File: src/rtl/mc_control_unit_if.sv
// Bundle between the multi-cycle MIPS control unit and its datapath/memory.
// The master side is the control FSM; the slave side is the datapath and memory.
interface mc_control_unit_if #(
    parameter int CNT_W = 32
);
    logic [5:0]       ir_opcode;
    logic [5:0]       ir_funct;
    logic             mem_ready;
    logic             zero_flag;
    logic             overflow;
    logic [5:0]       alu_op;
    logic             alu_src_a;
    logic [1:0]       alu_src_b;
    logic             pc_en;
    logic [1:0]       pc_src;
    logic             ir_write;
    logic             mem_read;
    logic             mem_write;
    logic             iord;
    logic             reg_write;
    logic             reg_dst;
    logic             mem_to_reg;
    logic             trap;
    logic             trap_cause;
    logic [3:0]       state;
    logic [CNT_W-1:0] instret;

    modport master (
        input  ir_opcode, ir_funct, mem_ready, zero_flag, overflow,
        output alu_op, alu_src_a, alu_src_b, pc_en, pc_src, ir_write, mem_read, mem_write,
               iord, reg_write, reg_dst, mem_to_reg, trap, trap_cause, state, instret
    );

    modport slave (
        output ir_opcode, ir_funct, mem_ready, zero_flag, overflow,
        input  alu_op, alu_src_a, alu_src_b, pc_en, pc_src, ir_write, mem_read, mem_write,
               iord, reg_write, reg_dst, mem_to_reg, trap, trap_cause, state, instret
    );
endinterface

File: src/rtl/mc_control_unit.sv
// Multi-cycle MIPS main control FSM: sequences fetch/decode/execute/memory/writeback,
// drives the ALU opcode and datapath enables, and raises traps on illegal ops or overflow.
module mc_control_unit #(
    parameter int CNT_W = 32
) (
    input  logic              clk,
    input  logic              reset,
    mc_control_unit_if.master bus
);
    localparam logic [5:0] OP_RTYPE = 6'b000000;
    localparam logic [5:0] OP_ADDI  = 6'b001000;
    localparam logic [5:0] OP_ANDI  = 6'b001100;
    localparam logic [5:0] OP_ORI   = 6'b001101;
    localparam logic [5:0] OP_XORI  = 6'b001110;
    localparam logic [5:0] OP_LW    = 6'b100011;
    localparam logic [5:0] OP_SW    = 6'b101011;
    localparam logic [5:0] OP_BEQ   = 6'b000100;
    localparam logic [5:0] OP_J     = 6'b000010;

    typedef enum logic [3:0] {
        S_FETCH    = 4'd0,
        S_DECODE   = 4'd1,
        S_MEM_ADDR = 4'd2,
        S_MEM_RD   = 4'd3,
        S_MEM_WB   = 4'd4,
        S_MEM_WR   = 4'd5,
        S_EXEC     = 4'd6,
        S_ALU_WB   = 4'd7,
        S_BRANCH   = 4'd8,
        S_JUMP     = 4'd9,
        S_TRAP     = 4'd10
    } state_t;

    // Returns {valid, alu_op} for ALU-class instructions; valid=0 for anything else.
    function automatic logic [6:0] alu_decode(input logic [5:0] op, input logic [5:0] fn);
        logic [6:0] res;
        res = 7'd0;
        case (op)
            OP_RTYPE: begin
                case (fn)
                    6'b100000: res = {1'b1, 6'd0};
                    6'b100010: res = {1'b1, 6'd1};
                    6'b011000: res = {1'b1, 6'd2};
                    6'b100100: res = {1'b1, 6'd3};
                    6'b100101: res = {1'b1, 6'd4};
                    6'b100110: res = {1'b1, 6'd5};
                    6'b100111: res = {1'b1, 6'd6};
                    default:   res = 7'd0;
                endcase
            end
            OP_ADDI: res = {1'b1, 6'd7};
            OP_ANDI: res = {1'b1, 6'd10};
            OP_ORI:  res = {1'b1, 6'd11};
            OP_XORI: res = {1'b1, 6'd12};
            default: res = 7'd0;
        endcase
        return res;
    endfunction

    state_t           state_r, state_nxt_s;
    logic [CNT_W-1:0] instret_r;
    logic             trap_cause_r, cause_nxt_s, retire_s;
    logic [6:0]       alu_dec_s;
    logic             is_rtype_s, ovf_op_s;

    logic [5:0] alu_op_s;
    logic       alu_src_a_s, pc_en_s, ir_write_s, mem_read_s, mem_write_s, iord_s;
    logic       reg_write_s, reg_dst_s, mem_to_reg_s, trap_s;
    logic [1:0] alu_src_b_s, pc_src_s;

    assign alu_dec_s  = alu_decode(bus.ir_opcode, bus.ir_funct);
    assign is_rtype_s = (bus.ir_opcode == OP_RTYPE);
    // Only the arithmetic add/sub/addi ops trap on overflow; logic ops and mul ignore it.
    assign ovf_op_s   = (alu_dec_s[5:0] == 6'd0) || (alu_dec_s[5:0] == 6'd1) || (alu_dec_s[5:0] == 6'd7);

    // Next-state, datapath controls, trap cause and retirement for the current state.
    always_comb begin
        state_nxt_s  = state_r;
        cause_nxt_s  = trap_cause_r;
        retire_s     = 1'b0;
        alu_op_s     = 6'd0;
        alu_src_a_s  = 1'b0;
        alu_src_b_s  = 2'b00;
        pc_en_s      = 1'b0;
        pc_src_s     = 2'b00;
        ir_write_s   = 1'b0;
        mem_read_s   = 1'b0;
        mem_write_s  = 1'b0;
        iord_s       = 1'b0;
        reg_write_s  = 1'b0;
        reg_dst_s    = 1'b0;
        mem_to_reg_s = 1'b0;
        trap_s       = 1'b0;
        // Controls stay quiet while reset is held so a pending access is dropped at once.
        if (reset) begin
            state_nxt_s = S_FETCH;
        end else begin
            case (state_r)
                S_FETCH: begin
                    mem_read_s  = 1'b1;
                    alu_src_b_s = 2'b01;
                    if (bus.mem_ready) begin
                        ir_write_s  = 1'b1;
                        pc_en_s     = 1'b1;
                        state_nxt_s = S_DECODE;
                    end else begin
                        state_nxt_s = S_FETCH;
                    end
                end
                S_DECODE: begin
                    alu_src_b_s = 2'b11;
                    case (bus.ir_opcode)
                        OP_LW, OP_SW: state_nxt_s = S_MEM_ADDR;
                        OP_BEQ:       state_nxt_s = S_BRANCH;
                        OP_J:         state_nxt_s = S_JUMP;
                        default: begin
                            if (alu_dec_s[6]) begin
                                state_nxt_s = S_EXEC;
                            end else begin
                                state_nxt_s = S_TRAP;
                                cause_nxt_s = 1'b0;
                            end
                        end
                    endcase
                end
                S_EXEC: begin
                    alu_src_a_s = 1'b1;
                    alu_src_b_s = is_rtype_s ? 2'b00 : 2'b10;
                    alu_op_s    = alu_dec_s[5:0];
                    if (bus.overflow && ovf_op_s) begin
                        state_nxt_s = S_TRAP;
                        cause_nxt_s = 1'b1;
                    end else begin
                        state_nxt_s = S_ALU_WB;
                    end
                end
                S_ALU_WB: begin
                    reg_write_s = 1'b1;
                    reg_dst_s   = is_rtype_s;
                    retire_s    = 1'b1;
                    state_nxt_s = S_FETCH;
                end
                S_MEM_ADDR: begin
                    alu_src_a_s = 1'b1;
                    alu_src_b_s = 2'b10;
                    alu_op_s    = (bus.ir_opcode == OP_LW) ? 6'd14 : 6'd15;
                    state_nxt_s = (bus.ir_opcode == OP_LW) ? S_MEM_RD : S_MEM_WR;
                end
                S_MEM_RD: begin
                    mem_read_s  = 1'b1;
                    iord_s      = 1'b1;
                    state_nxt_s = bus.mem_ready ? S_MEM_WB : S_MEM_RD;
                end
                S_MEM_WB: begin
                    reg_write_s  = 1'b1;
                    mem_to_reg_s = 1'b1;
                    retire_s     = 1'b1;
                    state_nxt_s  = S_FETCH;
                end
                S_MEM_WR: begin
                    mem_write_s = 1'b1;
                    iord_s      = 1'b1;
                    retire_s    = bus.mem_ready;
                    state_nxt_s = bus.mem_ready ? S_FETCH : S_MEM_WR;
                end
                S_BRANCH: begin
                    alu_src_a_s = 1'b1;
                    alu_op_s    = 6'd16;
                    pc_src_s    = 2'b01;
                    pc_en_s     = bus.zero_flag;
                    retire_s    = 1'b1;
                    state_nxt_s = S_FETCH;
                end
                S_JUMP: begin
                    pc_src_s    = 2'b10;
                    pc_en_s     = 1'b1;
                    retire_s    = 1'b1;
                    state_nxt_s = S_FETCH;
                end
                S_TRAP: begin
                    trap_s      = 1'b1;
                    pc_src_s    = 2'b11;
                    pc_en_s     = 1'b1;
                    state_nxt_s = S_FETCH;
                end
                default: state_nxt_s = S_FETCH;
            endcase
        end
    end

    // State register, retired-instruction counter and sticky trap cause.
    always_ff @(posedge clk) begin
        if (reset) begin
            state_r      <= S_FETCH;
            instret_r    <= '0;
            trap_cause_r <= 1'b0;
        end else begin
            state_r      <= state_nxt_s;
            trap_cause_r <= cause_nxt_s;
            if (retire_s) begin
                instret_r <= instret_r + CNT_W'(1);
            end else begin
                instret_r <= instret_r;
            end
        end
    end

    assign bus.alu_op     = alu_op_s;
    assign bus.alu_src_a  = alu_src_a_s;
    assign bus.alu_src_b  = alu_src_b_s;
    assign bus.pc_en      = pc_en_s;
    assign bus.pc_src     = pc_src_s;
    assign bus.ir_write   = ir_write_s;
    assign bus.mem_read   = mem_read_s;
    assign bus.mem_write  = mem_write_s;
    assign bus.iord       = iord_s;
    assign bus.reg_write  = reg_write_s;
    assign bus.reg_dst    = reg_dst_s;
    assign bus.mem_to_reg = mem_to_reg_s;
    assign bus.trap       = trap_s;
    assign bus.trap_cause = trap_cause_r;
    assign bus.state      = state_r;
    assign bus.instret    = instret_r;
endmodule

File: src/flat_wrapper.sv
// flat-port wrapper written by rule: the top's interface ports become plain ports
module mc_control_unit_flat 
#(
    parameter int CNT_W = 32
)
  (clk, reset, bus_ir_opcode, bus_ir_funct, bus_mem_ready, bus_zero_flag, bus_overflow, bus_alu_op, bus_alu_src_a, bus_alu_src_b, bus_pc_en, bus_pc_src, bus_ir_write, bus_mem_read, bus_mem_write, bus_iord, bus_reg_write, bus_reg_dst, bus_mem_to_reg, bus_trap, bus_trap_cause, bus_state, bus_instret);
  mc_control_unit_if #(.CNT_W(CNT_W)) bus_i ();
  input  logic clk;
  input  logic reset;
  input wire logic [$bits(bus_i.ir_opcode)-1:0] bus_ir_opcode;
  input wire logic [$bits(bus_i.ir_funct)-1:0] bus_ir_funct;
  input wire logic [$bits(bus_i.mem_ready)-1:0] bus_mem_ready;
  input wire logic [$bits(bus_i.zero_flag)-1:0] bus_zero_flag;
  input wire logic [$bits(bus_i.overflow)-1:0] bus_overflow;
  output wire logic [$bits(bus_i.alu_op)-1:0] bus_alu_op;
  output wire logic [$bits(bus_i.alu_src_a)-1:0] bus_alu_src_a;
  output wire logic [$bits(bus_i.alu_src_b)-1:0] bus_alu_src_b;
  output wire logic [$bits(bus_i.pc_en)-1:0] bus_pc_en;
  output wire logic [$bits(bus_i.pc_src)-1:0] bus_pc_src;
  output wire logic [$bits(bus_i.ir_write)-1:0] bus_ir_write;
  output wire logic [$bits(bus_i.mem_read)-1:0] bus_mem_read;
  output wire logic [$bits(bus_i.mem_write)-1:0] bus_mem_write;
  output wire logic [$bits(bus_i.iord)-1:0] bus_iord;
  output wire logic [$bits(bus_i.reg_write)-1:0] bus_reg_write;
  output wire logic [$bits(bus_i.reg_dst)-1:0] bus_reg_dst;
  output wire logic [$bits(bus_i.mem_to_reg)-1:0] bus_mem_to_reg;
  output wire logic [$bits(bus_i.trap)-1:0] bus_trap;
  output wire logic [$bits(bus_i.trap_cause)-1:0] bus_trap_cause;
  output wire logic [$bits(bus_i.state)-1:0] bus_state;
  output wire logic [$bits(bus_i.instret)-1:0] bus_instret;
  assign bus_i.ir_opcode = bus_ir_opcode;
  assign bus_i.ir_funct = bus_ir_funct;
  assign bus_i.mem_ready = bus_mem_ready;
  assign bus_i.zero_flag = bus_zero_flag;
  assign bus_i.overflow = bus_overflow;
  assign bus_alu_op = bus_i.alu_op;
  assign bus_alu_src_a = bus_i.alu_src_a;
  assign bus_alu_src_b = bus_i.alu_src_b;
  assign bus_pc_en = bus_i.pc_en;
  assign bus_pc_src = bus_i.pc_src;
  assign bus_ir_write = bus_i.ir_write;
  assign bus_mem_read = bus_i.mem_read;
  assign bus_mem_write = bus_i.mem_write;
  assign bus_iord = bus_i.iord;
  assign bus_reg_write = bus_i.reg_write;
  assign bus_reg_dst = bus_i.reg_dst;
  assign bus_mem_to_reg = bus_i.mem_to_reg;
  assign bus_trap = bus_i.trap;
  assign bus_trap_cause = bus_i.trap_cause;
  assign bus_state = bus_i.state;
  assign bus_instret = bus_i.instret;
  mc_control_unit #(.CNT_W(CNT_W)) u_core (.clk(clk), .reset(reset), .bus(bus_i));
endmodule
File: config.mk
export PLATFORM = sky130hd
export DESIGN_NAME = mc_control_unit_flat
export DESIGN_NICKNAME = d
export VERILOG_FILES = /design/src/rtl/mc_control_unit_if.sv /design/src/rtl/mc_control_unit.sv /design/src/flat_wrapper.sv
export SDC_FILE = /design/constraint.sdc
export NUM_CORES = 1
export LEC_CHECK = 0
export CORE_MARGIN = 3
export CORE_UTILIZATION = 43
export CTS_BUF_LIST = sky130_fd_sc_hd__clkbuf_8
export DETAILED_ROUTE_END_ITERATION = 6
export PLACE_DENSITY_LB_ADDON = 0.15
export SLEW_MARGIN = 20
export SYNTH_ARGS = -nofsm -noshare
export SYNTH_HDL_FRONTEND = slang
export SYNTH_SLANG_ARGS = --single-unit
File: constraint.sdc
create_clock -name clk -period 3.05 [get_ports clk]
set_input_delay 0.915 -clock clk [delete_from_list [all_inputs] [get_ports clk]]
set_output_delay 0.915 -clock clk [all_outputs]
set_load 0.03 [all_outputs]
# ---- Yosys cells after proc, flatten, opt, wreduce, memory -nomap -nowiden
# Index checks and enable logic that the tools add are counted.
dict set report totals {
  reg_bits 37
  latchBits 0
  ram_bits 0
  romBits 0
  input_bits 17
  out_inout_bits 57
  word_cells 95
  memories 0
}
dict set report op_classes {
  add_sub_neg 1
  mul 0
  div_mod_pow 0
  magnitude_cmp 0
  eq_ne 30
  shift 0
  muxes 45
  n_bitwise 0
  n_reduce_logical 16
}
# op n
set ops {}
lappend ops {{$pmux 7 s7} 1}
lappend ops {{$eq 6x6->1 const B} 8}
lappend ops {{$pmux 7 s5} 1}
lappend ops {{$add 32x1->32 const B} 1}
lappend ops {{$mux 1} 26}
lappend ops {{$eq 6x4->1 const B} 4}
lappend ops {{$pmux 4 s6} 1}
lappend ops {{$pmux 6 s3} 1}
lappend ops {{$eq 4x3->1 const B} 4}
lappend ops {{$eq 4x4->1 const B} 3}
lappend ops {{$eq 6x3->1 const B} 2}
lappend ops {{$logic_not 6->1} 2}
lappend ops {{$pmux 4 s3} 1}
lappend ops {{$reduce_or 2->1} 5}
lappend ops {{$mux 3} 3}
lappend ops {{$eq 4x2->1 const B} 2}
lappend ops {{$mux 4} 2}
lappend ops {{$pmux 2 s4} 1}
lappend ops {{$reduce_or 4->1} 2}
lappend ops {{$eq 6x1->1 const B} 1}
lappend ops {{$eq 6x2->1 const B} 1}
lappend ops {{$eq 6x5->1 const B} 1}
lappend ops {{$mux 2} 3}
lappend ops {{$mux 6} 1}
lappend ops {{12 further kinds} 15}

# ---- Longest topological paths before layout
# Gate-level depths: netlist of run 1.
dict set report depth {
  word_depth 9
  mapped_depth 9
  ltp_nobuf 6
}

# ---- Worst setup path after synthesis of run 1
# Ideal clock, no wire load.
dict set report synth_timing {
  kind {in2out}
  start {in bus_ir_funct[3]}
  end {out bus_alu_op[1]}
  arrival_ns 3.200
  required_time_ns 2.135
  path_slack_ns -1.065
  path_stages 4
  n_path_buf 0
  path_cell_list {nor4bb_1 -> and3_1 -> o311ai_1 -> a2111oi_0}
}
dict set report synth_via {
  elab_chain_cells 5
  elab_cells_between_ends 11
  cone_classes {7 x eq/ne; 4 x mux}
}
# element line_no
set synth_rtl {}
lappend synth_rtl {{start, declared} flat_wrapper.sv:11} ;# input wire logic [$bits(bus_i.ir_funct)-1:0] bus_ir_funct;
lappend synth_rtl {{$eq 6x6->1 or $eq 6x5->1 (tied branches)} mc_control_unit.sv:40} ;# case (fn)
lappend synth_rtl {{$pmux 7 s7 (*)} mc_control_unit.sv:40}
lappend synth_rtl {{$pmux 7 s5 (*)} mc_control_unit.sv:38} ;# case (op)
lappend synth_rtl {{$pmux 6 s3 (*)} mc_control_unit.sv:98} ;# case (state_r)
lappend synth_rtl {{$mux 6 (*)} mc_control_unit.sv:95} ;# if (reset) begin
lappend synth_rtl {{end, declared} flat_wrapper.sv:15} ;# output wire logic [$bits(bus_i.alu_op)-1:0] bus_alu_op;
# Every way passes the cells marked *; elsewhere a longest branch is shown, timed or not.

# ---- Worst setup path after layout of run 1
dict set report layout_timing {
  start {in bus_ir_opcode[5]}
  end {out bus_alu_op[2]}
}
dict set report layout_via {
  elab_chain_cells 4
  elab_cells_between_ends 8
  cone_classes {4 x eq/ne; 3 x mux; 1 x reduce/logical}
}
# element line_no
set layout_rtl {}
lappend layout_rtl {{start, declared} flat_wrapper.sv:10} ;# input wire logic [$bits(bus_i.ir_opcode)-1:0] bus_ir_opcode;
lappend layout_rtl {{$eq 6x4->1 or $logic_not 6->1 (tied branches)} mc_control_unit.sv:38}
lappend layout_rtl {{$pmux 7 s5 (*)} mc_control_unit.sv:38}
lappend layout_rtl {{$pmux 6 s3 (*)} mc_control_unit.sv:98}
lappend layout_rtl {{$mux 6 (*)} mc_control_unit.sv:95}
# Marks and branches as above.

==> summary.json, run 1 <==
{
  "finalClockSkew": {"value": 5.68, "unit": "ps"},
  "synth-edff-count": {"value": 0},
  "result_of_the_run": {"value": "finished, violations left"},
  "rsz0062_at_grt": {"value": "yes"},
  "cts_tree": {"value": "built"},
  "cp.required": {"value": 2130, "unit": "ps"},
  "synth_ff_type": {"value": "dfxtp_1"},
  "drv.max_cap_violation_count": {"value": 0},
  "nFillCells": {"value": 456},
  "total_number_of_vias": {"value": 2572},
  "dieArea": {"value": 0.00627, "unit": "sq mm"},
  "setup_slack": {"value": -247, "unit": "ps"},
  "fraction_of_layout_instances_using_a_drive_strength_above_1": {"value": 23.9, "unit": "%"},
  "final.period_utilization": {"value": 108, "unit": "%"},
  "detailed_place_hpwl": {"value": 4690, "unit": "microns"},
  "timing.final.setup_violations": {"value": 5},
  "design_area": {"value": 0.00352, "unit": "sq mm"},
  "first_pass_grt_wire_length": {"value": 11000, "unit": "microns"},
  "share_of_the_yosys_chip_area_belonging_to_registers": {"value": 32.2, "unit": "%"},
  "drt_drc_violations_left": {"value": 0},
  "boundaryPins": {"value": 74},
  "asyncSetResetFlopFracSynth": {"value": 0, "unit": "%"},
  "hold_path_startpoint": {"value": "u_core.bus.trap_cause"},
  "post_synth_top_area_share": {"value": 32.2, "unit": "%"},
  "quantity_of_i_o_buffers_inserted_on_ports": {"value": 72},
  "antenna_cells": {"value": 0},
  "crit_path_max_fanout": {"value": 4},
  "cts-hold-fix-buffers": {"value": 0},
  "grt_antenna_before_repair": {"value": 0},
  "maxSlewViolCount": {"value": 0},
  "netlist-cell-type-count": {"value": 55},
  "critical_path_sink_type": {"value": "output port"},
  "gp_routability_congestion": {"value": 0.821},
  "clock-sinks": {"value": 37},
  "met3_usage": {"value": 3.63, "unit": "%"},
  "netlist_instances": {"value": 306},
  "worst_hold_path.endpoint": {"value": "u_core.bus.trap_cause"},
  "power.density_cell_area": {"value": 319, "unit": "mW/mm^2"},
  "drt-initial-drc-count": {"value": 125},
  "die_h": {"value": 79.2, "unit": "microns"},
  "holdPathStages": {"value": 2},
  "ys_seq_elements": {"value": 37},
  "synthesis.yosys.warnings": {"value": 0},
  "avgViaCountPerCell": {"value": 5.40},
  "dpl_cell_area": {"value": 0.00331, "unit": "sq mm"},
  "pin_count_of_the_biggest_net_entering_global_routing": {"value": 26},
  "irDropWorstVdd": {"value": 0.208, "unit": "mV"},
  "clk_root_buffer_cell": {"value": "clkbuf_8"},
  "mappedNetlistNets": {"value": 324},
  "cellLeakagePower": {"value": 1.34, "unit": "nW"},
  "synthDominantAreaCellType": {"value": "dfxtp_1"},
  "cts_htree_levels": {"value": 2},
  "layout.nets": {"value": 423},
  "r2r-start": {"value": "u_core.bus.state[1]"},
  "hold_class": {"value": "register to register"},
  "synth_common_cells": {"value": "dfxtp_1 (37), nor2_1 (37), nand2_1 (24)"},
  "post_synth_main_area_contributors": {"value": "dfxtp_1 (32%), xnor2_1 (6.5%), nor2_1 (6.0%)"},
  "groute.layer.met1.usage": {"value": 29.0, "unit": "%"},
  "syn_area": {"value": 0.00230, "unit": "sq mm"},
  "reg2reg_to": {"value": "u_core.bus.instret[26]"},
  "ant_nets": {"value": 0},
  "first_global_vias": {"value": 2397},
  "global_route.usage.met2": {"value": 34.2, "unit": "%"},
  "hold_viol": {"value": 0},
  "r2r_slack": {"value": 540, "unit": "ps"},
  "floorplan.initialDensity": {"value": 44.8, "unit": "%"},
  "worst-endpoint-arrival": {"value": 2380, "unit": "ps"},
  "gr-total-overflow": {"value": 0},
  "route.final.wire_length": {"value": 6610, "unit": "microns"},
  "setup-tns-final": {"value": -970, "unit": "ps"},
  "track_usage": {"value": 21.5, "unit": "%"},
  "max_slew.worst_pin.slew": {"value": 607, "unit": "ps"},
  "post_synthesis_average_cell_area": {"value": 7.53, "unit": "sq um"},
  "fin_crit": {"value": 3300, "unit": "ps"},
  "slew_headroom": {"value": 59.5, "unit": "%"},
  "gr-max-usage-layer": {"value": "met2"},
  "core-area": {"value": 0.00514, "unit": "sq mm"},
  "critical_path_class": {"value": "primary input to output port"},
  "die_width": {"value": 79.2, "unit": "microns"},
  "clkTransAtPathRegs": {"value": 70, "unit": "ps"},
  "clock_path_buffers": {"value": 2},
  "clock.fmax": {"value": 303, "unit": "MHz"},
  "dr.pass1.iters": {"value": 4},
  "worstSkewPairLatency": {"value": 290, "unit": "ps"},
  "placement_rows": {"value": 26},
  "area_growth_syn_to_layout": {"value": 53.0, "unit": "%"},
  "avgRoutedWirePerCell": {"value": 13.9, "unit": "microns"},
  "failed_checks": {"value": "setup timing"},
  "worst-r2r-cell-count": {"value": 6},
  "cp-start-kind": {"value": "primary input"},
  "cts-buffers-inserted": {"value": 5}
}
==> power breakdown <==
group	total (mW)	internal (mW)	switching (mW)
clock network	0.315	0.152	0.163
logic	0.297	0.131	0.166
registers	0.513	0.491	0.0226
total	1.13	0.774	0.352
==> area by class of cell <==
type / instances / area (sq um) / area share [%]
flip-flops and latches: 37 / 741 / 21.0
inverters: 13 / 48.8 / 1.38
clock inverters: 3 / 11.3 / 0.319
multi-input cells: 237 / 1580 / 44.7
clock buffers: 5 / 68.8 / 1.95
repair buffers: 111 / 991 / 28.1
well taps: 70 / 87.6 / 2.48
==> cell usage in the layout (no fill, tap or decap), drive strengths merged, types with 3 or more instances in the layout <==
| cell | count |
|---|---|
| nand4 | 12 |
| clkdlybuf4s50 | 40 |
| buf | 64 |
| o21a | 3 |
| or3 | 9 |
| nor3 | 12 |
| a21oi | 19 |
| inv | 16 |
| xor2 | 5 |
| nand2b | 5 |
| dfxtp | 37 |
| or4 | 7 |
| xnor2 | 17 |
| o21ai | 15 |
| nor2b | 5 |
| nand3 | 12 |
| nor3b | 3 |
| clkbuf | 6 |
| nor4 | 11 |
| and3 | 6 |
| nor2 | 38 |
| dlymetal6s2s | 3 |
| nand2 | 25 |
==> state kept, by name, summed over array words and instances (netlist names) <==
register / flops
u_core.bus.instret: 32
u_core.bus.state: 4
u_core.bus.trap_cause: 1
==> critical path, cell delays in order <==
cell	delay, ps
buf_6	90
or4_4	520
or3_4	370
o21a_1	210
a21oi_4	130
buf_6	140
==> per-layer routing <==
| layer | up-vias | wire length [microns] | share of wire (%) |
|---|---|---|---|
| met2 | 82 | 3080 | 47 |
| met4 | 0 | 86 | 1.3 |
| met1 | 1180 | 3080 | 47 |
| met5 | - | 0 | 0 |
| met3 | 9 | 361 | 5.5 |
| li1 | 1301 | - | - |
==> stage by stage <==
stage | total power [mW] | hold slack, ps | instances | setup WS (ps) | utilization, %
2_1_floorplan | 0.681 | 592 | 306 | -188 | -
3_3_place_gp | 0.802 | 473 | 465 | -625 | 64.3
3_5_place_dp | 0.804 | 486 | 465 | -681 | 64.3
4_1_cts | 1.13 | 495 | 475 | -331 | 67.5
5_1_grt | 1.19 | 516 | 476 | -294 | 68.6
6_report | 1.13 | 480 | 476 | -247 | 68.6
==> timing repair <==
action | 4_1_cts | 5_1_grt
endpoints found under the setup margin | 7 | 11
pin swaps | 11 | 9
gates resized for setup | 39 | 26
buffers inserted | 2 | 1
==> worst max path at each step <==
stage	slack (ps)	endpoint	from
final	-250	bus_alu_op[2]	bus_ir_opcode[5]
after global routing	-290	bus_alu_op[2]	bus_ir_opcode[5]
after CTS	-330	bus_alu_op[2]	bus_ir_opcode[0]
after floorplan	-190	bus_mem_read	reset
after global placement	-630	bus_alu_op[1]	bus_ir_funct[5]
after detailed placement	-680	bus_alu_op[1]	bus_ir_funct[5]
==> kinds of logic after synthesis <==
family	Yosys count	share of synthesized area, %
simple gates	155	36.7
compound gates	56	15.3
flops	37	32.2
buf+inv	32	5.87
xor+xnor	22	8.36
fa+ha+maj	2	0.978
other cells	1	0.163
mux	1	0.435
Note: power is estimated with default switching activity, not from simulation.
==> inputs of run 2 (changes only) <==
Settings changed: CORE_UTILIZATION 43 to 48.
Clock period 3.05 ns to 3.49 ns, I/O delays scaled along.
==> run 2 against run 1 <==
  * Combinational power down 10%
  * Global-route usage is 5.8 points higher
  * Utilization increased by 11 points
  * The flow still finishes with violations (setup timing)
  * Critical endpoint is now bus_alu_op[1]
  * Die area fell by 9.6%
  * Largest power group unchanged
  * Setup slack gained 86 ps
  * First-iteration DRC count grew 110%
  * Sequential power decreased by 12%
  * Final area is 2.1% higher
  * Count of clock-buffer cells in the layout is the same
==> summary.json, run 2 (same netlist as run 1, synthesis figures left out) <==
{
  "clkTransAtPathRegs": {"value": 70, "unit": "ps"},
  "dieArea": {"value": 0.00567, "unit": "sq mm"},
  "ant_nets": {"value": 0},
  "worstSkewPairLatency": {"value": 290, "unit": "ps"},
  "crit_path_max_fanout": {"value": 8},
  "hold_viol": {"value": 0},
  "cts_htree_levels": {"value": 2},
  "timing.critical_path.cells": {"value": "dlygate4sd2_1, buf_4, nor2_4, a21o_1, o311ai_4, a2111oi_2, buf_4"},
  "power.combinational.fraction": {"value": 23.0, "unit": "%"},
  "clk_root_buffer_cell": {"value": "clkbuf_8"},
  "fin_crit": {"value": 3650, "unit": "ps"},
  "gp_routability_congestion": {"value": 0.841},
  "final.period_utilization": {"value": 105, "unit": "%"},
  "cp.required": {"value": 2440, "unit": "ps"},
  "total_number_of_vias": {"value": 2767},
  "finalClockSkew": {"value": 8.11, "unit": "ps"},
  "quantity_of_i_o_buffers_inserted_on_ports": {"value": 72},
  "layout.cells.most_common": {"value": "buf_4"},
  "failed_checks": {"value": "setup timing"},
  "cts_tree": {"value": "built"},
  "clock.fmax": {"value": 274, "unit": "MHz"},
  "power.switching_fraction": {"value": 29.0, "unit": "%"},
  "placement_rows": {"value": 24},
  "first_pass_grt_wire_length": {"value": 11900, "unit": "microns"},
  "result_of_the_run": {"value": "finished, violations left"},
  "mostFrequentLayoutCells": {"value": "buf_4 (60), clkdlybuf4s50_1 (40), dfxtp_1 (37)"},
  "setup-tns-final": {"value": -633, "unit": "ps"},
  "first_global_vias": {"value": 2549},
  "power.density_cell_area": {"value": 322, "unit": "mW/mm^2"},
  "crit_path_top_delay_cell": {"value": "a2111oi_2"},
  "gr-total-overflow": {"value": 0},
  "rsz0062_at_grt": {"value": "yes"},
  "seqPwrFrac": {"value": 39.1, "unit": "%"},
  "clock-sinks": {"value": 37},
  "layout.nets": {"value": 431},
  "timing.final.setup_violations": {"value": 6},
  "drv.max_cap_violation_count": {"value": 0},
  "die_width": {"value": 75.3, "unit": "microns"},
  "clock_path_buffers": {"value": 2},
  "route.final.wire_length": {"value": 8080, "unit": "microns"},
  "avgViaCountPerCell": {"value": 5.94},
  "clock_power_share": {"value": 38.0, "unit": "%"},
  "die_h": {"value": 75.3, "unit": "microns"},
  "track_usage": {"value": 27.2, "unit": "%"},
  "fraction_of_layout_instances_using_a_drive_strength_above_1": {"value": 25.1, "unit": "%"},
  "critical_path_class": {"value": "primary input to output port"},
  "p_int": {"value": 823, "unit": "uW"},
  "worst-endpoint-arrival": {"value": 2600, "unit": "ps"},
  "maxSlewViolCount": {"value": 0},
  "cts-buffers-inserted": {"value": 5},
  "pin_count_of_the_biggest_net_entering_global_routing": {"value": 36},
  "core-area": {"value": 0.00450, "unit": "sq mm"},
  "avgRoutedWirePerCell": {"value": 17.3, "unit": "microns"},
  "cp-start-kind": {"value": "primary input"},
  "setup_slack": {"value": -161, "unit": "ps"},
  "floorplan.initialDensity": {"value": 51.1, "unit": "%"},
  "worst_path_largest_cell_delay": {"value": 460, "unit": "ps"},
  "critPathMostFrequentCell": {"value": "buf_4"},
  "antenna_cells": {"value": 0},
  "max_slew.worst_pin.slew": {"value": 726, "unit": "ps"},
  "area_growth_syn_to_layout": {"value": 56.3, "unit": "%"},
  "p_total": {"value": 1.16, "unit": "mW"},
  "cellLeakagePower": {"value": 1.40, "unit": "nW"},
  "grt_antenna_before_repair": {"value": 0},
  "hold_class": {"value": "register to register"},
  "detailed_place_hpwl": {"value": 4710, "unit": "microns"},
  "drt_drc_violations_left": {"value": 0},
  "slew_headroom": {"value": 51.6, "unit": "%"},
  "power.switching": {"value": 335, "unit": "uW"},
  "nFillCells": {"value": 328},
  "critical_path_sink_type": {"value": "output port"},
  "irDropWorstVdd": {"value": 0.279, "unit": "mV"},
  "boundaryPins": {"value": 74},
  "dr.pass1.iters": {"value": 5},
  "largest_register_ff_count": {"value": 32},
  "drt-initial-drc-count": {"value": 263}
}
run 2: layout make-up:
cell class	count	area [sq um]	area share (%)
repair buffers	119	1040	28.8
flip-flops and latches	37	741	20.6
clock inverters	3	65.1	1.81
well taps	52	65.1	1.81
multi-input cells	237	1580	43.8
inverters	13	48.8	1.36
clock buffers	5	68.8	1.91
run 2: path summary, 6_finish.rpt:
kind	from	endpoint	slack [ps]	cells past startpoint
max reg2reg	u_core.bus.state[2]	u_core.bus.instret[27]	680	5
min	u_core.bus.trap_cause	u_core.bus.trap_cause	470	2
min reg2reg	u_core.bus.trap_cause	u_core.bus.trap_cause	470	2
max	bus_ir_opcode[2]	bus_alu_op[1]	-160	7
run 2: metrics by stage:
stage	hold WS, ps	setup slack, ps	std cells	area, sq um	utilization (%)
after detailed placement	472	-507	436	3190	70.8
after floorplan	592	-112	306	2340	-
after CTS	479	-172	465	3540	78.6
after global placement	467	-494	436	3190	70.8
after global routing	516	-196	466	3600	79.9
final	474	-161	466	3600	79.9
run 2: routing by layer:
| metal | vias up | wire, microns | global-route usage [%] |
|---|---|---|---|
| met3 | 45 | 484 | 7.48 |
| met1 | 1287 | 3230 | 31.0 |
| met4 | 0 | 464 | 13.2 |
| met2 | 131 | 3890 | 46.8 |
| li1 | 1304 | - | - |
| met5 | - | 0 | 0 |
run 2: repair_timing:
item,CTS,global route
setup endpoints to repair,5,10
hold buffers,0,0
setup buffers,21,2
pin swaps,16,9
gates resized for setup,55,10
run 2: power by group through the flow:
stage	registers (mW)	logic, mW	clock network, mW
2_1_floorplan	0.459	0.133	0
3_3_place_gp	0.460	0.229	0
3_5_place_dp	0.461	0.230	0
4_1_cts	0.451	0.247	0.446
5_1_grt	0.454	0.282	0.469
6_report	0.453	0.266	0.440
run 2: worst max-delay path: cells and delay by family:
| family | cells | cell delay [ps] |
|---|---|---|
| AOI/OAI and AO/OA | 3 | 760 |
| buffers and inverters | 3 | 690 |
| and+or+nand+nor | 1 | 110 |
==> inputs of run 3 (changes only) <==
Settings changed: CTS_CLUSTER_SIZE set to 20.
==> results of run 3 <==
The final DEF is identical to that of run 2; final timing and power are the same.
